### src/rtl/conv_sched_pkg.sv
// Shared definitions for the convolution tile scheduler: state encoding and
// index/counter width helpers.
package conv_sched_pkg;

   localparam int unsigned STATE_W = 3;

   localparam logic [STATE_W-1:0] S_IDLE  = 3'd0;
   localparam logic [STATE_W-1:0] S_ISSUE = 3'd1;
   localparam logic [STATE_W-1:0] S_WAIT  = 3'd2;
   localparam logic [STATE_W-1:0] S_DRAIN = 3'd3;
   localparam logic [STATE_W-1:0] S_NEXT  = 3'd4;
   localparam logic [STATE_W-1:0] S_DONE  = 3'd5;

   // Width able to hold 0..n, with one spare bit so n=1 still yields a 1-bit index
   function automatic int unsigned idx_width(input int unsigned n);
      return $clog2(n) + 1;
   endfunction

endpackage

### src/rtl/sched_drain_counter.sv
// Loadable down-counter used to time systolic-array flush windows; zero_o is
// registered and mirrors count==0.
module sched_drain_counter #(
   parameter int unsigned WIDTH      = 6,
   parameter int unsigned LOAD_VALUE = 31
) (
   input  logic clk,
   input  logic rst_n,
   input  logic load_i,
   input  logic en_i,
   output logic zero_o
);

   logic [WIDTH-1:0] count_q, count_d;
   logic             zero_q;

   // Load has priority; decrement saturates at zero
   always_comb begin
      count_d = count_q;
      if (load_i) begin
         count_d = WIDTH'(LOAD_VALUE);
      end else if (en_i && (count_q != '0)) begin
         count_d = count_q - WIDTH'(1);
      end
   end

   always_ff @(posedge clk or negedge rst_n) begin
      if (!rst_n) begin
         count_q <= '0;
         zero_q  <= 1'b1;
      end else begin
         count_q <= count_d;
         zero_q  <= (count_d == '0);
      end
   end

   assign zero_o = zero_q;

endmodule

### src/rtl/conv_tile_scheduler.sv
// Sequencer for convolution GEMM tiles: walks the row/column tile grid, issues
// data-mover starts with incremental base addresses and psum accumulate flags.
module conv_tile_scheduler
   import conv_sched_pkg::*;
#(
   parameter int unsigned PE_SIZE         = 16,
   parameter int unsigned ROW_TILES       = 5,
   parameter int unsigned COL_TILES       = 18,
   parameter int unsigned WEIGHT_ROW_NUM  = 70,
   parameter int unsigned DRAIN_CYCLES    = 32,
   parameter int unsigned MEM0_ADDR_WIDTH = 12,
   parameter int unsigned MEM1_ADDR_WIDTH = 12
) (
   input  logic                                 clk,
   input  logic                                 rst_n,
   input  logic                                 start_i,
   input  logic                                 abort_i,
   input  logic                                 mover_done_i,
   output logic                                 mover_start_o,
   output logic [MEM0_ADDR_WIDTH-1:0]           mem0_base_o,
   output logic [MEM1_ADDR_WIDTH-1:0]           mem1_base_o,
   output logic                                 acc_first_o,
   output logic                                 acc_last_o,
   output logic [idx_width(ROW_TILES)-1:0]      row_idx_o,
   output logic [idx_width(COL_TILES)-1:0]      col_idx_o,
   output logic                                 busy_o,
   output logic                                 done_o,
   output logic                                 err_o
);

   localparam int unsigned ROW_W = idx_width(ROW_TILES);
   localparam int unsigned COL_W = idx_width(COL_TILES);
   localparam int unsigned DRN_W = idx_width(DRAIN_CYCLES);

   logic [STATE_W-1:0]         state_q, state_d;
   logic [ROW_W-1:0]           row_q, row_d;
   logic [COL_W-1:0]           col_q, col_d, col_inc;
   logic [MEM0_ADDR_WIDTH-1:0] mem0_q, mem0_d;
   logic [MEM1_ADDR_WIDTH-1:0] mem1_q, mem1_d;
   logic                       first_q, first_d, last_q, last_d;
   logic                       start_q, start_d, busy_q, busy_d;
   logic                       done_q, done_d, err_q, err_d;
   logic                       drain_load, drain_zero;

   sched_drain_counter #(
      .WIDTH      (DRN_W),
      .LOAD_VALUE (DRAIN_CYCLES - 1)
   ) u_drain (
      .clk    (clk),
      .rst_n  (rst_n),
      .load_i (drain_load),
      .en_i   (state_q == S_DRAIN),
      .zero_o (drain_zero)
   );

   assign col_inc = col_q + COL_W'(1);

   // Next-state, index/address update and registered-output decode
   always_comb begin
      state_d    = state_q;
      row_d      = row_q;
      col_d      = col_q;
      mem0_d     = mem0_q;
      mem1_d     = mem1_q;
      first_d    = first_q;
      last_d     = last_q;
      err_d      = err_q;
      drain_load = 1'b0;

      case (state_q)
         S_IDLE: begin
            if (start_i && !abort_i) begin
               state_d = S_ISSUE;
               row_d   = '0;
               col_d   = '0;
               mem0_d  = '0;
               mem1_d  = '0;
               first_d = 1'b1;
               last_d  = (COL_TILES == 1);
               err_d   = 1'b0;
            end
         end
         S_ISSUE: state_d = S_WAIT;
         S_WAIT: begin
            if (mover_done_i) begin
               state_d    = S_DRAIN;
               drain_load = 1'b1;
            end
         end
         S_DRAIN: begin
            if (drain_zero) state_d = S_NEXT;
         end
         S_NEXT: begin
            if (col_q == COL_W'(COL_TILES - 1)) begin
               col_d = '0;
               if (row_q == ROW_W'(ROW_TILES - 1)) begin
                  state_d = S_DONE;
               end else begin
                  state_d = S_ISSUE;
                  row_d   = row_q + ROW_W'(1);
                  mem0_d  = mem0_q + MEM0_ADDR_WIDTH'(PE_SIZE);
                  mem1_d  = '0;
                  first_d = 1'b1;
                  last_d  = (COL_TILES == 1);
               end
            end else begin
               state_d = S_ISSUE;
               col_d   = col_inc;
               mem0_d  = mem0_q + MEM0_ADDR_WIDTH'(PE_SIZE);
               mem1_d  = mem1_q + MEM1_ADDR_WIDTH'(WEIGHT_ROW_NUM);
               first_d = 1'b0;
               last_d  = (col_inc == COL_W'(COL_TILES - 1));
            end
         end
         S_DONE:  state_d = S_IDLE;
         default: state_d = S_IDLE;
      endcase

      // A mover completion is only legal while waiting for it
      if (mover_done_i && (state_q != S_WAIT)) err_d = 1'b1;

      if (abort_i) begin
         state_d = S_IDLE;
         row_d   = '0;
         col_d   = '0;
         mem0_d  = '0;
         mem1_d  = '0;
         first_d = 1'b0;
         last_d  = 1'b0;
      end

      start_d = (state_d == S_ISSUE);
      done_d  = (state_d == S_DONE);
      busy_d  = (state_d != S_IDLE);
   end

   always_ff @(posedge clk or negedge rst_n) begin
      if (!rst_n) begin
         state_q <= S_IDLE;
         row_q   <= '0;
         col_q   <= '0;
         mem0_q  <= '0;
         mem1_q  <= '0;
         first_q <= 1'b0;
         last_q  <= 1'b0;
         start_q <= 1'b0;
         busy_q  <= 1'b0;
         done_q  <= 1'b0;
         err_q   <= 1'b0;
      end else begin
         state_q <= state_d;
         row_q   <= row_d;
         col_q   <= col_d;
         mem0_q  <= mem0_d;
         mem1_q  <= mem1_d;
         first_q <= first_d;
         last_q  <= last_d;
         start_q <= start_d;
         busy_q  <= busy_d;
         done_q  <= done_d;
         err_q   <= err_d;
      end
   end

   assign mover_start_o = start_q;
   assign mem0_base_o   = mem0_q;
   assign mem1_base_o   = mem1_q;
   assign acc_first_o   = first_q;
   assign acc_last_o    = last_q;
   assign row_idx_o     = row_q;
   assign col_idx_o     = col_q;
   assign busy_o        = busy_q;
   assign done_o        = done_q;
   assign err_o         = err_q;

endmodule

### config.mk
export PLATFORM = sky130hd
export DESIGN_NAME = conv_tile_scheduler
export DESIGN_NICKNAME = d
export VERILOG_FILES = /design/src/rtl/conv_sched_pkg.sv /design/src/rtl/sched_drain_counter.sv /design/src/rtl/conv_tile_scheduler.sv
export SDC_FILE = /design/constraint.sdc
export NUM_CORES = 1
export LEC_CHECK = 0
export CAP_MARGIN = 20
export CORE_MARGIN = 2
export CORE_UTILIZATION = 40
export CTS_CLUSTER_DIAMETER = 40
export CTS_CLUSTER_SIZE = 16
export DETAILED_ROUTE_END_ITERATION = 10
export GPL_ROUTABILITY_DRIVEN = 0
export PLACE_DENSITY = 0.66
export SYNTH_ARGS = -nofsm -noshare
export SYNTH_HDL_FRONTEND = slang
export SYNTH_SLANG_ARGS = --single-unit
### constraint.sdc
create_clock -name clk -period 5.71 [get_ports clk]
set_input_delay 0.8565 -clock clk [delete_from_list [all_inputs] [get_ports clk]]
set_output_delay 0.8565 -clock clk [all_outputs]
set_load 0.02 [all_outputs]
Word level (Yosys, flattened, before mapping)
Index checks and enable logic that the tools add are counted.
{"block": "word_totals", "in_bits": 5, "wordCells": 88, "register_bits": 50, "out_inout_bits": 40}
{"block": "classes", "n_eq_ne": 14, "n_mux": 41, "n_reduce_logical": 15, "addsub": 5}
{"cell": "$mux 12", "count": 7}
{"cell": "$pmux 12 s2", "count": 2}
{"cell": "$mux 6", "count": 5}
{"cell": "$mux 3", "count": 6}
{"cell": "$mux 4", "count": 4}
{"cell": "$pmux 3 s5", "count": 1}
{"cell": "$add 12x5->12 const B", "count": 1}
{"cell": "$add 12x7->12 const B", "count": 1}
{"cell": "$eq 6x5->1 const B", "count": 2}
{"cell": "$mux 1", "count": 12}
{"cell": "$pmux 6 s2", "count": 1}
{"cell": "$ne 3x3->1 const B", "count": 3}
{"cell": "$pmux 4 s2", "count": 1}
{"cell": "$add 6x1->6 const B", "count": 1}
{"cell": "$eq 3x1->1 const B", "count": 2}
{"cell": "$eq 3x2->1 const B", "count": 2}
{"cell": "$eq 3x3->1 const B", "count": 2}
{"cell": "$logic_not 6->1", "count": 1}
{"cell": "$reduce_bool 3->1", "count": 2}
{"cell": "$reduce_bool 6->1", "count": 1}
{"cell": "$sub 6x1->6 const B", "count": 1}
{"cell": "$add 4x1->4 const B", "count": 1}
{"cell": "$eq 4x3->1 const B", "count": 1}
{"cell": "$ne 4x4->1 const B", "count": 1}
{"cell": "9 further kinds", "count": 14}

Longest topological paths before layout
Gate-level depths: netlist of the first run.
{"block": "logic_depth", "word_depth": 6, "depth_mapped": 8, "ltp_nobuf": 6}

Hierarchy
From an unflattened synthesis of the first run, not the netlist that was laid out.
{"block": "hier_totals", "hier_cells": 269, "area_unflattened_um2": 2645.0}
{"module": "conv_tile_scheduler", "n_inst": 1, "cells_each": 233, "area_per_inst_um2": 2230.9, "seq_area_each_um2": 950.9}
{"module": "sched_drain_counter", "n_inst": 1, "cells_each": 36, "area_per_inst_um2": 414.1, "seq_area_each_um2": 176.4}

Worst setup path after synthesis of the first run
No wires, ideal clock.
{"block": "synth_path", "path_kind": "input -> register", "startpoint": "input port abort_i", "endpoint": "register mem0_q[4] (netlist: mem0_base_o[4])", "t_arrival_ns": 2.261, "setup_slack_ns": 3.330, "stages": 8, "n_path_buf": 4, "required_time_ns": 5.592, "cell_sequence": "buf_6 -> or4b_4 -> buf_6 -> nor4_4 -> buf_6 -> buf_12 -> nor4_1 -> a21o_1"}
{"block": "synth_between", "elab_chain_len": 4}
{"item": "start: declaration", "line": "conv_tile_scheduler.sv:17", "text": "input logic abort_i,"}
{"item": "$logic_not 1->1", "line": "conv_tile_scheduler.sv:72", "text": "if (start_i && !abort_i) begin"}
{"item": "$logic_and 1x1->1", "line": "conv_tile_scheduler.sv:72"}
{"item": "$ne 3x3->1 (no line)"}
{"item": "$reduce_and 3->1 (no line)"}
{"item": "end signal: assignment", "line": "conv_tile_scheduler.sv:154", "text": "mem0_q <= mem0_d;"}
{"item": "end: declaration", "line": "conv_tile_scheduler.sv:38", "text": "logic [MEM0_ADDR_WIDTH-1:0] mem0_q, mem0_d;"}
Several ways; a longest one is shown, not always the timed one.
A chain may end at the register's enable or synchronous reset.

Final worst setup path of the first run
{"block": "layout_path", "startpoint": "input port abort_i", "endpoint": "register mem0_q[8] (netlist: mem0_base_o[8])"}
Same word-level chain as after synthesis.

==> results.txt, run 1 <==
Hold-fix buffers, CTS -> 0
Drt initial violations -> 131
Final Core Density -> 48.0%
Vias in the first global route -> 2114
Row Count -> 30
Reg clk slew, reported paths -> 0.09 ns
Share of cells above drive strength 1 -> 11.1%
Leakage power total -> 1.34 nW
Clock latency on the worst-skew pair -> 0.31 ns
Die Y-Extent -> 87.6 microns
Top FF cell, synth -> dfrtp_1
Cell area after synthesis -> 0.00280 sq mm
Maximum VDD drop -> 0.000111 V
Critical path required time -> 5.89 ns
Resize count post-CTS -> 0
Longest Clk Path Bufs -> 2
Most common cell after layout, fill and taps aside -> dfrtp_1
CTS sink count -> 45
Most frequent cells in the layout -> 44 x dfrtp_1, 38 x clkdlybuf4s50_1, 18 x inv_1, 18 x nand2_1
Layout Skew -> 0.00700 ns
Max_cap viols -> 0
Clock root cell -> clkbuf_8
Fin crit share -> 56.6%
Number of setup violations in the final report -> 0
Reg2reg end -> mem0_base_o[8]
Synth async-reset ratio -> 100%
Grt ovf -> 0
Status -> finished, final reports clean
DP HPWL -> 4170 microns
Die area -> 0.00767 sq mm
Critical Path Source Type -> input pin
Vias per cell -> 5.38
Fin. Hold Viols -> 0
Post-route cell area -> 0.00326 sq mm
CP Capture Type -> flop
Post-route setup slack -> 2.48 ns
Worst Path Arrival -> 3.41 ns
Layout area overhead -> 16.6%
First-pass DRT Iterations -> 4
TritonCTS clock tree -> done
RSZ-0062 raised after global routing -> false
Num ports -> 45
DP Area -> 0.00314 sq mm
Die W -> 87.6 microns
GRT Util Overall -> 16.2%
Worst Hold Class -> in -> async
Via count -> 2204
Critical path class -> in -> reg
Core footprint -> 0.00679 sq mm
Largest net degree at the start of global routing -> 46
Biggest area consumer among synthesized cells -> dfrtp_1
Setup TNS -> 0 ns
Max_slew headroom -> 30.5%
CTS HTree Levels -> 2
Port bufs -> 39
Ys Warns -> 0
Slew Limit Fails -> 0
Post-CTS setup buffers -> 0
Synthesized area per cell -> 10.0 sq um
Initial Util -> 41.1%
Max FO, Critical Path -> 23
WL/cell -> 14.5 microns
Pwr Density -> 203 mW/mm^2
Max frequency -> 309 MHz
Reg2reg path depth -> 4
Antenna diodes -> 0
Synth top area cells -> dfrtp_1 39%, ha_1 4.0%, o31ai_1 4.0%, o21ai_0 2.9%, inv_1 2.4%
Final min period -> 3.23 ns
RR Startpoint -> state_q[0]
Antenna violations before repair -> 0
#FFs+latches synth -> 45
Pre-CTS worst setup slack -> 2.16 ns
Yosys top cell area share -> 39.4%
Drt drc -> 0
TritonCTS Buffers -> 5
Seq/Total Area, Yosys -> 40.3%
Post-synth EDFFs -> 0
Yosys cell types -> 70
Post-synthesis cell count -> 279
Worst R2R Setup Slack -> 3.07 ns
Fin nets -> 327
Final ANT Viol Nets -> 0
First-pass GRT wire length -> 9940 microns
Hold Slack -> 0.469 ns
WL final -> 5930 microns
Worst Tran Pin Value -> 1.03 ns
-- layout make-up --
cell class | count | area [sq um]
clock buffers | 7 | 96.3
clock inverters | 1 | 5.00
multi-input cells | 202 | 1430
well taps | 96 | 120
inverters | 18 | 67.6
fillers | 642 | 3530
flip-flops and latches | 45 | 1130
repair buffers | 41 | 413
-- report_power, final --
part,internal (W),switching (W)
combinational,0.0000360,0.0000574
sequential,0.000331,0.0000174
clock,0.000110,0.000112
total,0.000476,0.000187
-- state kept, by name, summed over array words and instances, names as in the netlist --
register	count
mem1_base_o	11
mem0_base_o	8
col_idx_o	6
u_drain.count_q	6
row_idx_o	4
state_q	3
acc_first_o	1
acc_last_o	1
busy_o	1
done_o	1
err_o	1
mover_start_o	1
u_drain.zero_o	1
-- metrics by stage --
step	total power, W	instances
6_report	0.000663	410
5_1_grt	0.000694	410
4_1_cts	0.000666	409
3_5_place_dp	0.000447	401
3_3_place_gp	0.000445	401
2_1_floorplan	0.000419	283
-- Yosys cell counts (4+ instances only) --
| library cell | n |
|---|---|
| dfrtp_1 | 44 |
| inv_1 | 18 |
| nand2_1 | 18 |
| nor2_1 | 16 |
| o21ai_0 | 16 |
| o31ai_1 | 15 |
| a21oi_1 | 12 |
| ha_1 | 9 |
| nand3_1 | 9 |
| nor3_1 | 7 |
| o2111ai_1 | 6 |
| and3_1 | 5 |
| buf_4 | 5 |
| nand2b_1 | 5 |
| o211ai_1 | 5 |
| or4_2 | 5 |
| buf_2 | 4 |
| mux2i_1 | 4 |
-- worst max-delay path, stage by stage --
cell             delay [ns]
clkdlybuf4s50_1        0.61
or4b_4                 0.66
nor4_4                 0.81
or2_2                  0.36
o31ai_1                0.11
-- kinds of logic after synthesis --
logic type	Yosys count	synth area share, %
AOI/OAI and AO/OA	82	20.9
xor gates and xnor gates	3	0.940
adders and majority gates	9	4.03
buffers and inverters	36	9.18
DFF	45	40.3
muxes	4	1.43
other	1	0.134
and+or+nand+nor	99	23.1
-- per-layer routing --
| metal | GRT usage (%) | wire [microns] | vias to the layer above |
|---|---|---|---|
| met4 | 4.06 | 59 | 0 |
| met5 | 0 | 0 | - |
| li1 | - | - | 1101 |
| met3 | 3.96 | 246 | 6 |
| met1 | 22.0 | 2850 | 1061 |
| met2 | 26.2 | 2770 | 36 |
-- worst max-delay path by stage --
stage                  from              to  slack [ns]  cells past startpoint
finish              abort_i  mem0_base_o[8]        2.48                      5
detailed placement  abort_i  mem1_base_o[8]        2.16                      5
floorplan           abort_i  mem0_base_o[4]        3.33                      8
global placement    abort_i  mem0_base_o[5]        2.22                      5
CTS                 abort_i  mem1_base_o[8]        2.47                      5
global route        abort_i  mem1_base_o[8]        2.24                      5
Note: power is estimated with default switching activity, not from simulation.
==> run 2, diff against run 1 <==
Clock period 5.71 ns to 3.2 ns, I/O delays scaled along.
==> results.txt, run 2 (same netlist as run 1, synthesis figures left out) <==
WL/cell -> 14.2 microns (was 14.5 microns)
Share of cells above drive strength 1 -> 11.4% (was 11.1%)
Slew Limit Fails -> 0 (unchanged)
Max frequency -> 421 MHz
Antenna diodes -> 0 (unchanged)
Vias in the first global route -> 2051 (was 2114)
Layout Skew -> 0.00607 ns (was 0.00700 ns)
Critical path buffers and inverters -> 2 (was 1)
Worst path top cell family by delay -> simple AND/OR/NAND/NOR gates (unchanged)
Drt drc -> 0 (unchanged)
Pwr Density -> 346 mW/mm^2 (was 203 mW/mm^2)
Port bufs -> 39 (unchanged)
Total power -> 0.00113 W (was 0.000663 W)
Hold-critical path depth -> 2
First-pass GRT wire length -> 9810 microns (was 9940 microns)
Layout area overhead -> 16.8% (was 16.6%)
Slowest CP cell -> or4b_4 (was nor4_4)
Slowest stage delay, CP -> 0.65 ns (was 0.81 ns)
Max FO, Critical Path -> 23 (unchanged)
Status -> finished, final reports clean (unchanged)
Fin cells -> 413 (was 410)
Clock latency on the worst-skew pair -> 0.30 ns (was 0.31 ns)
Pre-CTS worst setup slack -> 0.508 ns (was 2.16 ns)
Met2 Use GR -> 26.3% (was 26.2%)
Final min period -> 2.37 ns
Num ports -> 45 (unchanged)
Dpl cells -> 403 (was 401)
Worst Hold Class -> reg -> reg (was in -> async)
Setup TNS -> 0 ns (unchanged)
Fin. Hold Viols -> 0 (unchanged)
Critical Path Source Type -> input pin (unchanged)
Final ANT Viol Nets -> 0 (unchanged)
Fin crit share -> 74.2%
Worst Path Arrival -> 2.54 ns (was 3.41 ns)
Critical path class -> in -> reg (unchanged)
Critical path required time -> 3.36 ns (was 5.89 ns)
Max_cap viols -> 0 (unchanged)
Die area -> 0.00767 sq mm (unchanged)
Die W -> 87.6 microns (unchanged)
Post-route setup slack -> 0.825 ns (was 2.48 ns)
Hold-fix buffers, CTS -> 0 (unchanged)
Max_slew headroom -> 45.7% (was 30.5%)
DP Area -> 0.00315 sq mm (was 0.00314 sq mm)
Fin nets -> 330 (was 327)
Via count -> 2250 (was 2204)
Drt initial violations -> 177 (was 131)
RSZ-0062 raised after global routing -> false (unchanged)
WL final -> 5850 microns (was 5930 microns)
Max reg flops -> 11 (unchanged)
Number of setup violations in the final report -> 0 (unchanged)
Post-CTS setup buffers -> 0 (unchanged)
First-pass DRT Iterations -> 4 (unchanged)
TritonCTS Buffers -> 5 (unchanged)
Most frequent cells in the layout -> 44 x dfrtp_1, 38 x clkdlybuf4s50_1, 18 x inv_1, 18 x nand2_1 (unchanged)
Largest net degree at the start of global routing -> 46 (unchanged)
Die Y-Extent -> 87.6 microns (unchanged)
Most Crowded Layer GR -> met2 (unchanged)
Resize count post-CTS -> 0 (unchanged)
Row Count -> 30 (unchanged)
GRT Util Overall -> 16.4% (was 16.2%)
CP Depth -> 6 (was 5)
Grt ovf -> 0 (unchanged)
GRT met3 Usage -> 3.20% (was 3.96%)
Leakage power total -> 1.35 nW (was 1.34 nW)
TritonCTS clock tree -> done (unchanged)
CTS sink count -> 45 (unchanged)
Reg clk slew, reported paths -> 0.08 ns (was 0.09 ns)
CTS HTree Levels -> 2 (unchanged)
Maximum VDD drop -> 0.000240 V (was 0.000111 V)
Worst Tran Pin Value -> 0.814 ns (was 1.03 ns)
Longest Clk Path Bufs -> 2 (unchanged)
CP Capture Type -> flop (unchanged)
GRT met1 Usage -> 22.4% (was 22.0%)
Clock root cell -> clkbuf_8 (unchanged)
Core footprint -> 0.00679 sq mm (unchanged)
Reg2reg path depth -> 5 (was 4)
Vias per cell -> 5.45 (was 5.38)
Post-route cell area -> 0.00327 sq mm (was 0.00326 sq mm)
Critical path, cell by cell -> clkdlybuf4s50_1 -> or4b_4 -> nor4_4 -> buf_4 -> or2_2 -> o31ai_1 (was clkdlybuf4s50_1 -> or4b_4 -> nor4_4 -> or2_2 -> o31ai_1)
Fillers -> 653 (was 642)
Antenna violations before repair -> 0 (unchanged)
Initial Util -> 41.1% (unchanged)
DP HPWL -> 4290 microns (was 4170 microns)
Most common cell after layout, fill and taps aside -> dfrtp_1 (unchanged)
## run 2: cell count changes in the layout (fill, tap and decap cells not counted), sizes merged
cell         previous run  this run
buf                     3         5
clkbuf                  7         6
clkinv                  1         2
dlygate4sd3             0         1
## run 2: where the power goes
| part | internal, W | switching [W] | total, W | leakage [nW] |
|---|---|---|---|---|
| registers | 0.000590 | 0.0000309 | 0.000621 | 0.591 |
| logic | 0.0000652 | 0.000101 | 0.000166 | 0.712 |
| clock network | 0.000152 | 0.000192 | 0.000344 | 0.0450 |
## run 2: worst min-delay path, stage by stage (launching register included)
cell and delay, ns:
dfrtp_1 0.35, o31ai_1 0.07, nand2_1 0.06
## run 2: final cells by class
class	count	area, sq um	area share, %
clock inverters	2	10.0	0.307
clock buffers	6	72.6	2.22
repair buffers	44	438	13.4
well taps	96	120	3.68
inverters	18	67.6	2.07
multi-input cells	202	1430	43.8
flip-flops and latches	45	1130	34.5
## run 2: path summary, 6_finish.rpt
kind	startpoint	end	slack [ns]
worst max-delay path	abort_i	acc_first_o	0.83
worst min-delay path	err_o	err_o	0.50
worst max register to register	state_q[0]	acc_first_o	1.04
worst min register to register	err_o	err_o	0.50
max in group asynchronous	rst_n	u_drain.zero_o	2.17
min in group asynchronous	rst_n	mem1_base_o[10]	0.52
## run 2: routing by layer
metal | wire length [microns] | part of all wire (%)
met1 | 2760 | 47
met2 | 2800 | 48
met3 | 232 | 4.0
met4 | 61 | 1.0
met5 | 0 | 0
## run 2: metrics by stage
step                utilization [%]  hold WS, ns
global placement               46.4        0.490
finish                         48.1        0.504
floorplan                         -        0.184
detailed placement             46.4        0.483
global route                   48.1        0.532
CTS                            47.6        0.375
==> run 3, diff against run 2 <==
Settings changed: PLACE_DENSITY 0.66 to 0.68.
Clock period 3.2 ns to 2.1 ns, I/O delays scaled along.
==> results.txt, run 3 (same netlist as run 1, synthesis figures left out) <==
Critical Path Source Type -> flop (was input pin)
Die area -> 0.00767 sq mm (unchanged)
Post-route cell area -> 0.00341 sq mm (was 0.00327 sq mm)
TritonCTS clock tree -> done (unchanged)
WL/cell -> 13.9 microns (was 14.2 microns)
Slew Limit Fails -> 0 (unchanged)
Fin crit share -> 91.9%
Final ANT Viol Nets -> 0 (unchanged)
Leakage power total -> 1.44 nW (was 1.35 nW)
Die Y-Extent -> 87.6 microns (unchanged)
Layout Skew -> 0.00540 ns (was 0.00607 ns)
Initial Util -> 41.1% (unchanged)
Status -> finished, final reports clean (unchanged)
Crit path capture -> mem1_base_o[7] (was acc_first_o)
Worst Tran Pin Value -> 0.550 ns (was 0.814 ns)
CP Capture Type -> flop (unchanged)
Num ports -> 45 (unchanged)
Most frequent cells in the layout -> 44 x dfrtp_1, 38 x clkdlybuf4s50_1, 18 x inv_1, 18 x nand2_1, 18 x buf_4 (was 44 x dfrtp_1, 38 x clkdlybuf4s50_1, 18 x inv_1, 18 x nand2_1)
Row Count -> 30 (unchanged)
CTS sink count -> 45 (unchanged)
Worst Hold Class -> in -> async (was reg -> reg)
Reg2reg end -> mem1_base_o[7] (was acc_first_o)
CP Launch Point -> mem1_base_o[1] (was abort_i)
Worst R2R Setup Slack -> 0.17 ns (was 1.04 ns)
RSZ-0062 raised after global routing -> false (unchanged)
CTS HTree Levels -> 2 (unchanged)
Fin nets -> 345 (was 330)
First-pass GRT wire length -> 10400 microns (was 9810 microns)
Largest net degree at the start of global routing -> 24 (was 46)
Vias in the first global route -> 2199 (was 2051)
GRT Util Overall -> 16.6% (was 16.4%)
Critical path class -> reg -> reg (was in -> reg)
Pwr Density -> 528 mW/mm^2 (was 346 mW/mm^2)
Port bufs -> 39 (unchanged)
Critical path required time -> 2.32 ns (was 3.36 ns)
Drt drc -> 0 (unchanged)
Vias per cell -> 5.41 (was 5.45)
Final min period -> 1.93 ns
DP Area -> 0.00330 sq mm (was 0.00315 sq mm)
Final Core Density -> 50.1% (was 48.1%)
Core footprint -> 0.00679 sq mm (unchanged)
Antenna diodes -> 0 (unchanged)
Maximum VDD drop -> 0.000357 V (was 0.000240 V)
DP HPWL -> 4530 microns (was 4290 microns)
TritonCTS Buffers -> 5 (unchanged)
Clock latency on the worst-skew pair -> 0.29 ns (was 0.30 ns)
Worst Path Arrival -> 2.15 ns (was 2.54 ns)
Drt initial violations -> 97 (was 177)
Longest Clk Path Bufs -> 2 (unchanged)
Antenna violations before repair -> 0 (unchanged)
WL final -> 5950 microns (was 5850 microns)
Most common cell after layout, fill and taps aside -> dfrtp_1 (unchanged)
RR Startpoint -> mem1_base_o[1] (was state_q[0])
Number of setup violations in the final report -> 0 (unchanged)
Grt ovf -> 0 (unchanged)
Layout area overhead -> 21.9% (was 16.8%)
Via count -> 2314 (was 2250)
Max_slew headroom -> 63.4% (was 45.7%)
Share of cells above drive strength 1 -> 16.0% (was 11.4%)
Clock root cell -> clkbuf_8 (unchanged)
Max_cap viols -> 0 (unchanged)
Reg clk slew, reported paths -> 0.08 ns (about the same)
Max frequency -> 518 MHz
Max reg flops -> 11 (unchanged)
Reg2reg path depth -> 6 (was 5)
Max FO, Critical Path -> 6 (was 23)
Fin. Hold Viols -> 0 (unchanged)
First-pass DRT Iterations -> 4 (unchanged)
Die W -> 87.6 microns (unchanged)
==> run 3: cell count changes in the layout (fill, tap and decap cells not counted) <==
cell	delta
clkbuf_8	+2
buf_4	+15
dlygate4sd3_1	-1
clkinv_2	-1
clkbuf_1	-1
buf_12	+1
==> run 3: repair_timing <==
action | 4_1_cts | 5_1_grt
gates resized for setup | 0 | 0
buffers inserted | 0 | 1
endpoints found under the setup margin | 0 | 1
hold buffers | 0 | 0
==> run 3: per-stage QoR <==
stage	hold slack (ns)	cells	setup TNS [ns]	worst slack [ns]	power (W)
floorplan	0.0194	283	0	0.120	0.00114
global placement	0.333	419	-0.00285	-0.00285	0.00123
detailed placement	0.331	419	-0.0444	-0.0351	0.00124
CTS	0.00606	427	0	0.142	0.00182
global route	0.0227	428	0	0.0288	0.00189
finish	0.00173	428	0	0.171	0.00180
==> run 3: critical path, cell delays in order (launching register included) <==
cell and delay (ns):
dfrtp_1 0.44, inv_1 0.07, ha_1 0.24, and4b_1 0.32, nor2_1 0.09, or4_2 0.54
a21oi_1 0.15
==> run 3: cell type report <==
class / count / area, sq um
fill: 626 / 3390
multi-input combinational: 202 / 1430
sequential: 45 / 1130
timing repair buffer: 59 / 561
tap: 96 / 120
clock buffer: 7 / 96.3
inverter: 18 / 67.6
clock inverter: 1 / 5.00
==> run 3: worst min path at each step <==
stage,cells after the start,from,slack (ns),to
2_1_floorplan,0,rst_n,0.02,acc_first_o
3_3_place_gp,1,rst_n,0.33,mem0_base_o[11]
3_5_place_dp,1,rst_n,0.33,mem0_base_o[11]
4_1_cts,1,rst_n,0.006,mem0_base_o[11]
5_1_grt,1,rst_n,0.02,mem0_base_o[11]
6_report,1,rst_n,0.002,mem0_base_o[11]
==> run 3: metal layers <==
layer | part of all wire (%) | GRT usage (%) | vias to the layer above | routed length (microns)
met4 | 0.61 | 3.36 | 0 | 36
met2 | 47 | 27.1 | 42 | 2810
met5 | 0 | 0 | - | 0
li1 | - | - | 1137 | -
met1 | 49 | 23.6 | 1130 | 2890
met3 | 3.5 | 2.73 | 5 | 207
==> run 3: power by group <==
| part | switching, W | internal (W) |
|---|---|---|
| Combinational | 0.000167 | 0.000112 |
| Clock | 0.000281 | 0.000298 |
| Sequential | 0.0000411 | 0.000900 |
| Total | 0.000490 | 0.00131 |
